==> config.mk <==
export PLATFORM = sky130hd
export DESIGN_NAME = alu_seq
export DESIGN_NICKNAME = d
export VERILOG_FILES = /design/src/rtl/alu_seq_pkg.sv /design/src/rtl/alu_seq_iter.sv /design/src/rtl/alu_seq.sv
export SDC_FILE = /design/constraint.sdc
export NUM_CORES = 2
export LEC_CHECK = 0
export ABC_CLOCK_PERIOD_IN_PS = 5850
export BUFFER_PORTS_ARGS = -buffer_cell sky130_fd_sc_hd__clkbuf_2
export CELL_PAD_IN_SITES_DETAIL_PLACEMENT = 0
export CELL_PAD_IN_SITES_GLOBAL_PLACEMENT = 1
export CORE_MARGIN = 3
export CORE_UTILIZATION = 30
export CTS_CLUSTER_SIZE = 30
export DETAILED_ROUTE_END_ITERATION = 12
export PLACE_DENSITY = 0.64
export SYNTH_ARGS = -nofsm -noshare
export SYNTH_HDL_FRONTEND = slang
export SYNTH_HIERARCHICAL = 1
export SYNTH_SLANG_ARGS = --single-unit
==> constraint.sdc <==
create_clock -name clk -period 5.85 [get_ports clk]
set_clock_uncertainty 0.2 [all_clocks]
set_input_delay 0.585 -clock clk [delete_from_list [all_inputs] [get_ports clk]]
set_output_delay 0.585 -clock clk [all_outputs]
set_load 0.01 [all_outputs]
==> src/rtl/alu_seq_pkg.sv <==
// Shared types and decode helpers for the alu_seq execute-stage controller.
// Defining ALU_SEQ_WORD_EN adds the RV64M word ops (MULW/DIVW/DIVUW/REMW/REMUW).
package alu_seq_pkg;

  localparam int XLEN = 64;

  typedef enum logic [4:0] {
    OP_ADD  = 5'd0,
    OP_SUB  = 5'd1,
    OP_SLL  = 5'd2,
    OP_SLT  = 5'd3,
    OP_SLTU = 5'd4,
    OP_XOR  = 5'd5,
    OP_SRL  = 5'd6,
    OP_SRA  = 5'd7,
    OP_OR   = 5'd8,
    OP_AND  = 5'd9,
    OP_MUL  = 5'd10,
    OP_DIV  = 5'd11,
    OP_DIVU = 5'd12,
    OP_REM  = 5'd13,
    OP_REMU = 5'd14
`ifdef ALU_SEQ_WORD_EN
    ,
    OP_MULW  = 5'd15,
    OP_DIVW  = 5'd16,
    OP_DIVUW = 5'd17,
    OP_REMW  = 5'd18,
    OP_REMUW = 5'd19
`endif
  } op_t;

  typedef enum logic [1:0] {
    SRC_RS2  = 2'd0,
    SRC_IMM  = 2'd1,
    SRC_FOUR = 2'd3
  } src_t;

  typedef enum logic [2:0] {
    IDLE = 3'd0,
    ALU  = 3'd1,
    ITER = 3'd2,
    FIX  = 3'd3,
    DONE = 3'd4
  } state_t;

  // Codes outside op_t fall through to the default and are ALU-class.
  function automatic logic is_mop(input logic [4:0] op);
    case (op)
      OP_MUL, OP_DIV, OP_DIVU, OP_REM, OP_REMU: return 1'b1;
`ifdef ALU_SEQ_WORD_EN
      OP_MULW, OP_DIVW, OP_DIVUW, OP_REMW, OP_REMUW: return 1'b1;
`endif
      default: return 1'b0;
    endcase
  endfunction

  function automatic logic is_div(input logic [4:0] op);
    case (op)
      OP_DIV, OP_DIVU, OP_REM, OP_REMU: return 1'b1;
`ifdef ALU_SEQ_WORD_EN
      OP_DIVW, OP_DIVUW, OP_REMW, OP_REMUW: return 1'b1;
`endif
      default: return 1'b0;
    endcase
  endfunction

  function automatic logic is_sgn(input logic [4:0] op);
    case (op)
      OP_DIV, OP_REM: return 1'b1;
`ifdef ALU_SEQ_WORD_EN
      OP_DIVW, OP_REMW: return 1'b1;
`endif
      default: return 1'b0;
    endcase
  endfunction

  function automatic logic is_rem(input logic [4:0] op);
    case (op)
      OP_REM, OP_REMU: return 1'b1;
`ifdef ALU_SEQ_WORD_EN
      OP_REMW, OP_REMUW: return 1'b1;
`endif
      default: return 1'b0;
    endcase
  endfunction

  function automatic logic is_word(input logic [4:0] op);
    case (op)
`ifdef ALU_SEQ_WORD_EN
      OP_MULW, OP_DIVW, OP_DIVUW, OP_REMW, OP_REMUW: return 1'b1;
`endif
      default: return 1'b0;
    endcase
  endfunction

endpackage

==> src/rtl/alu_seq_iter.sv <==
// Iterative radix-2 shift-add multiplier / restoring divider with sign fix-up.
// Word ops (ALU_SEQ_WORD_EN) run 32 steps on 32-bit extended operands.
module alu_seq_iter
  import alu_seq_pkg::*;
#(
  parameter int XLEN  = 64,
  parameter int ITERS = XLEN
) (
  input  logic            clk,
  input  logic            reset,
  input  logic            flush,
  input  logic            start,
  input  logic            step,
  input  logic            fix,
  input  logic [4:0]      op,
  input  logic [XLEN-1:0] a,
  input  logic [XLEN-1:0] b,
  output logic            special,
  output logic            last,
  output logic [XLEN-1:0] result
);

  localparam int CW = $clog2(ITERS);
  localparam logic [CW-1:0] LIM_D = CW'(ITERS - 1);
  localparam logic [CW-1:0] LIM_W = CW'(31);

  function automatic logic [XLEN-1:0] ext(input logic [XLEN-1:0] v, input logic w,
                                          input logic sg);
    if (!w) return v;
    return sg ? {{(XLEN-32){v[31]}}, v[31:0]} : {{(XLEN-32){1'b0}}, v[31:0]};
  endfunction

  function automatic logic [XLEN-1:0] apply_sign(input logic [XLEN-1:0] mag, input logic neg);
    return neg ? -mag : mag;
  endfunction

  logic            w_i, sg_i, dv_i, div0_i, ovf_i;
  logic [XLEN-1:0] xa, xb, ma, mb, min_v;

  always_comb begin
    w_i    = is_word(op);
    sg_i   = is_sgn(op);
    dv_i   = is_div(op);
    xa     = ext(a, w_i, sg_i);
    xb     = ext(b, w_i, sg_i);
    ma     = (sg_i & xa[XLEN-1]) ? -xa : xa;
    mb     = (sg_i & xb[XLEN-1]) ? -xb : xb;
    min_v  = w_i ? {{(XLEN-31){1'b1}}, 31'b0} : {1'b1, {(XLEN-1){1'b0}}};
    div0_i = dv_i && (xb == '0);
    ovf_i  = dv_i && sg_i && (xa == min_v) && (xb == '1);
    special = div0_i | ovf_i;
  end

  // opa: multiplicand / divisor; opb: multiplier / dividend-then-quotient; acc: product / remainder
  logic [XLEN-1:0] opa, opb, acc, r_a;
  logic            r_w, r_div, r_rem, r_negq, r_negr, r_div0, r_ovf;
  logic [CW-1:0]   cnt;
  logic [XLEN:0]   trial;
  logic            ge;
  logic [XLEN-1:0] diff;

  always_comb begin
    trial = {acc, opb[XLEN-1]};
    ge    = trial >= {1'b0, opa};
    diff  = trial[XLEN-1:0] - opa;
    last  = (cnt == (r_w ? LIM_W : LIM_D));
  end

  always_ff @(posedge clk) begin
    if (reset) begin
      opa <= '0; opb <= '0; acc <= '0; r_a <= '0; cnt <= '0;
      r_w <= 1'b0; r_div <= 1'b0; r_rem <= 1'b0; r_negq <= 1'b0;
      r_negr <= 1'b0; r_div0 <= 1'b0; r_ovf <= 1'b0;
    end else if (flush || fix) begin
      cnt <= '0;
    end else if (start) begin
      r_w    <= w_i;
      r_div  <= dv_i;
      r_rem  <= is_rem(op);
      r_negq <= sg_i & (xa[XLEN-1] ^ xb[XLEN-1]);
      r_negr <= sg_i & xa[XLEN-1];
      r_div0 <= div0_i;
      r_ovf  <= ovf_i;
      r_a    <= xa;
      acc    <= '0;
      cnt    <= '0;
      if (dv_i) begin
        opa <= mb;
        // Word dividends sit in the top half so 32 steps consume exactly them.
        opb <= w_i ? {ma[31:0], {(XLEN-32){1'b0}}} : ma;
      end else begin
        opa <= xa;
        opb <= xb;
      end
    end else if (step) begin
      cnt <= cnt + 1'b1;
      if (r_div) begin
        acc <= ge ? diff : trial[XLEN-1:0];
        opb <= {opb[XLEN-2:0], ge};
      end else begin
        if (opb[0]) acc <= acc + opa;
        opa <= opa << 1;
        opb <= opb >> 1;
      end
    end
  end

  logic [XLEN-1:0] res;

  always_comb begin
    res = acc;
    if (r_div) begin
      if (r_div0)     res = r_rem ? r_a : '1;
      else if (r_ovf) res = r_rem ? '0 : r_a;
      else if (r_rem) res = apply_sign(acc, r_negr);
      else            res = apply_sign(opb, r_negq);
    end
    result = r_w ? {{(XLEN-32){res[31]}}, res[31:0]} : res;
  end

endmodule

==> src/rtl/alu_seq.sv <==
// Execute-stage controller: single-cycle ALU ops via the shared ALU, M ops via alu_seq_iter.
// Build with ALU_SEQ_WORD_EN to enable the RV64M word ops.
module alu_seq
  import alu_seq_pkg::*;
#(
  parameter int XLEN  = 64,
  parameter int ITERS = XLEN
) (
  input  logic            clk,
  input  logic            reset,
  input  logic            in_valid,
  output logic            in_ready,
  input  logic [4:0]      in_op,
  input  logic [1:0]      in_src,
  input  logic [XLEN-1:0] rs1_val,
  input  logic [XLEN-1:0] rs2_val,
  input  logic [XLEN-1:0] alu_result,
  output logic [1:0]      alub_sel,
  input  logic            flush,
  output logic            out_valid,
  input  logic            out_ready,
  output logic [XLEN-1:0] out_data
);

  state_t          state, state_nx;
  logic [1:0]      src_q;
  logic            accept, special, last, start, step, fix;
  logic [XLEN-1:0] iter_res;

  assign in_ready  = (state == IDLE);
  assign out_valid = (state == DONE);
  assign accept    = in_valid & in_ready & ~flush;

  alu_seq_iter #(.XLEN(XLEN), .ITERS(ITERS)) u_iter (
    .clk     (clk),
    .reset   (reset),
    .flush   (flush),
    .start   (start),
    .step    (step),
    .fix     (fix),
    .op      (in_op),
    .a       (rs1_val),
    .b       (rs2_val),
    .special (special),
    .last    (last),
    .result  (iter_res)
  );

  always_comb begin
    state_nx = state;
    start    = 1'b0;
    step     = 1'b0;
    fix      = 1'b0;
    alub_sel = 2'd0;
    case (state)
      IDLE: begin
        if (accept) begin
          if (is_mop(in_op)) begin
            start    = 1'b1;
            state_nx = special ? FIX : ITER;
          end else begin
            state_nx = ALU;
          end
        end
      end
      ALU: begin
        alub_sel = (src_q == 2'd2) ? 2'd0 : src_q;
        state_nx = DONE;
      end
      ITER: begin
        step = 1'b1;
        if (last) state_nx = FIX;
      end
      FIX: begin
        fix      = 1'b1;
        state_nx = DONE;
      end
      DONE: begin
        if (out_ready) state_nx = IDLE;
      end
      default: state_nx = IDLE;
    endcase
    if (flush) begin
      state_nx = IDLE;
      step     = 1'b0;
      fix      = 1'b0;
    end
  end

  always_ff @(posedge clk) begin
    if (reset) begin
      state    <= IDLE;
      src_q    <= 2'd0;
      out_data <= '0;
    end else begin
      state <= state_nx;
      if (accept) src_q <= in_src;
      if (!flush && state == ALU) out_data <= alu_result;
      if (fix) out_data <= iter_res;
    end
  end

endmodule

==> run_results.csv <==
group,metric,value,unit
setup_path,worst_ep_required_time,6.09,ns
power_and_ir_drop,pwr-share-clk,0.442,
final_layout,syn2layout_area_growth,13.02,%
sta,fin_crit,4.931,ns
power_and_ir_drop,p_leak,13.79,nW
power_and_ir_drop,p_sw,2.259,mW
yosys,ys_async_sr_fraction,0,
final_layout,layout.cells.non_filler,5948,
yosys,syn-cell-area,0.03158,mm^2
clocking,path_clk_slew,0.06,ns
floorplan,die_w,330.5,um
clocking,cts_max_level,2,
yosys,synth.distinct_cells,87,
power_and_ir_drop,pwr-share-comb,0.211,
route,drtIter0Drc,4243,
clocking,cts_setup_buffers,0,
route,wirelength,157.9,mm
floorplan,ioPinCount,272,
placed_design,io_buffers,271,
floorplan,dieHeight,330.5,um
setup_path,worstSetupPathType,"flip-flop to flip-flop",
run,maxCapViolCount,0,
global_route,grt_max_degree,129,
sta,relSlewSlack,0.2486,
yosys,synth.avg_cell_area,7.052,um^2
floorplan,start_util,0.3039,
route,avgViaCountPerCell,5.875,
route,wire_per_inst,26.54,um
setup_path,arrival,5.17,ns
setup_path,endpoint_kind,"flip-flop",
route,drt_first_pass_iters,6,
final_layout,nets,4871,
clocking,cts_inserted_buffers,46,
final_layout,nFillCells,11430,
power_and_ir_drop,swShare,0.3287,
sta,max_freq,202.8,MHz
clocking,cts_hold_buffers,2,
yosys,synth.ff_latch_count,337,
yosys,ys_seq_area_frac,0.2136,
clocking,clk_latency,0.61,ns
power_and_ir_drop,p_per_area,192.6,mW/mm^2
sta,setup-tns-final,0,ns
setup_path,cp_max_fo,8,
floorplan,core,0.1039,mm^2
sta,timing.final.crit_share,0.8429,
route,drc,0,
sta,setup_violations,0,
floorplan,rows,118,
clocking,cts_tree,"done",
yosys,synthesis.nets,4818,
global_route,track_usage,0.2779,
placed_design,place.gp.congestion,0.9579,
clocking,clock_sinks,337,
global_route,overflow,0,
yosys,synth_cells,4479,
yosys,synth_edf_count,0,
global_route,grt_pass1_vias,31900,
final_layout,drive_gt1_frac,0.1169,
hold_path,hp-class,"input pin to flip-flop",
global_route,grt_pass1_wl,226.3,mm
placed_design,hpwl,123.2,mm
sta,finalMaxSlewViolations,0,
power_and_ir_drop,seq_power_share,0.347,
route,postRouteAntennaNets,0,
clocking,cts_root_buf,"clkbuf_16",
floorplan,design.die.area,0.1092,mm^2
clocking,cts_resized,0,
clocking,cts_buffer_depth,3,
setup_path,startpoint_type,"flip-flop",
power_and_ir_drop,peakVddDrop,0.2063,mV
yosys,synthFlopType,"dfxtp_1",
sta,rsz0062_at_grt,"no",
route,vias,34940,
sta,worstMarginPinSlew,1.127,ns
sta,finalHoldViolCount,0,
power_and_ir_drop,p_int,4.615,mW
run_status,status,"finished clean",
placed_design,placed_cells,5862,
global_route,antenna_found_initial,4,
yosys,synth_warnings,6,
state kept, by name, summed over array words and instances (netlist names):
name	flops
u_iter/r_rem	1
u_iter/acc	64
u_iter/opb	64
u_iter/r_div	1
u_iter/cnt	6
u_iter/r_negq	1
u_iter/r_negr	1
u_iter/r_a	64
u_iter/r_ovf	1
u_iter/r_div0	1
src_q	2
u_iter/opa	64
state	3
out_data	64
stage by stage:
step	power [mW]	instance area, um^2	utilization	setup WS [ns]	hold slack [ns]
after floorplan	3.276	31580	-	1.838	0.2361
after global placement	3.861	34110	0.3282	1.062	0.2453
after detailed placement	3.856	34110	0.3282	1.019	0.2505
after CTS	6.897	35690	0.3434	1.004	0.01491
after global routing	7.109	35690	0.3434	0.6824	0.06220
final	6.874	35700	0.3434	0.9188	0.04969
power by group through the flow:
| stage | clock, mW | sequential (mW) | combinational, mW |
|---|---|---|---|
| final | 3.04 | 2.39 | 1.45 |
| after global routing | 3.16 | 2.39 | 1.56 |
| after CTS | 3.08 | 2.38 | 1.43 |
| after detailed placement | 0 | 2.43 | 1.42 |
| after global placement | 0 | 2.43 | 1.43 |
| after floorplan | 0 | 2.41 | 0.869 |
layout make-up:
cell class | count | area [um^2] | area share
antenna | 1 | 2.502 | 0.00007010
multi-input combinational | 3670 | 23070 | 0.6464
tap | 1380 | 1727 | 0.04837
clock inverter | 21 | 280.3 | 0.007851
inverter | 119 | 446.7 | 0.01251
timing repair buffer | 358 | 2125 | 0.05952
sequential | 337 | 6760 | 0.1894
clock buffer | 62 | 1281 | 0.03589
critical path, cell delays in order (launching register included):
cell and delay [ns]:
dfxtp_1 0.38, or4_4 0.58, or4_4 0.47, nor4_2 0.63, nand2_1 0.20, o41ai_1 0.62
nand2_1 0.15, xnor2_1 0.20, o21ai_0 0.10, a221oi_1 0.84, nor2_1 0.11, mux2i_1 0.20
a211oi_2 0.08
final timing paths:
path         cells past startpoint                   startpoint                          end  slack (ns)
min                              3                    in_src[0]        src_q[0]$_SDFFE_PP0P_        0.05
min reg2reg                      2  u_iter/r_a[49]$_SDFFE_PP0P_  u_iter/r_a[49]$_SDFFE_PP0P_        0.26
max                             12   u_iter/opb[6]$_SDFFE_PP0P_    out_data[51]$_SDFFE_PP0P_        0.92
max reg2reg                     12   u_iter/opb[6]$_SDFFE_PP0P_    out_data[51]$_SDFFE_PP0P_        0.92
Yosys cell counts, drive strengths merged, types with 22 or more instances:
cell type	instances	area (um^2)
o211ai	121	908.4
a21oi	502	2516
nand4	62	387.9
nand3	55	275.3
o21bai	24	180.2
xor2	169	1480
o21ai	345	1730
mux2	22	247.7
ha	133	1664
mux2i	184	1842
nor2	427	1605
or3	39	244.0
o21a	28	210.2
nor3	109	545.5
xnor2	183	1603
nand2	607	2281
a211oi	151	1294
clkbuf	282	1059
o41ai	35	314.1
nor4	37	244.0
dfxtp	337	6746
buf	71	351.6
a21o	68	510.5
nand2b	31	201.4
or4	39	311.5
inv	117	439.2
o31ai	68	524.3
kinds of logic after synthesis:
| group | count (synthesis) | synth area share |
|---|---|---|
| and+or+nand+nor | 1484 | 0.2097 |
| AOI/OAI and AO/OA | 1493 | 0.3002 |
| DFF | 337 | 0.2136 |
| muxes | 206 | 0.06616 |
| adders and majority gates | 135 | 0.05396 |
| xor gates and xnor gates | 352 | 0.09761 |
| buffers and inverters | 472 | 0.05879 |
layout by cell type (no fill, tap or decap), drive strengths merged, types with 12 or more instances in the layout:
cell type / count
a211oi: 151
a21o: 68
a21oi: 502
a221oi: 21
a22o: 12
a31oi: 21
and3: 15
buf: 86
clkbuf: 332
clkinv: 13
dfxtp: 337
ha: 133
inv: 117
mux2: 22
mux2i: 184
nand2: 607
nand2b: 31
nand3: 55
nand4: 62
nor2: 427
nor2b: 19
nor3: 109
nor4: 37
o211ai: 121
o21a: 28
o21ai: 345
o21bai: 24
o31ai: 68
o41ai: 35
or2: 12
or3: 39
or4: 39
xnor2: 183
xor2: 169
routing by layer:
metal | GRT usage | up-vias | part of all wire
li1 | - | 16310 | -
met1 | 0.4186 | 16890 | 0.47
met2 | 0.3991 | 1580 | 0.41
met3 | 0.05261 | 165 | 0.094
met4 | 0.07301 | 2 | 0.028
met5 | 0 | - | 0.000070
(Power assumes the default switching activity.)
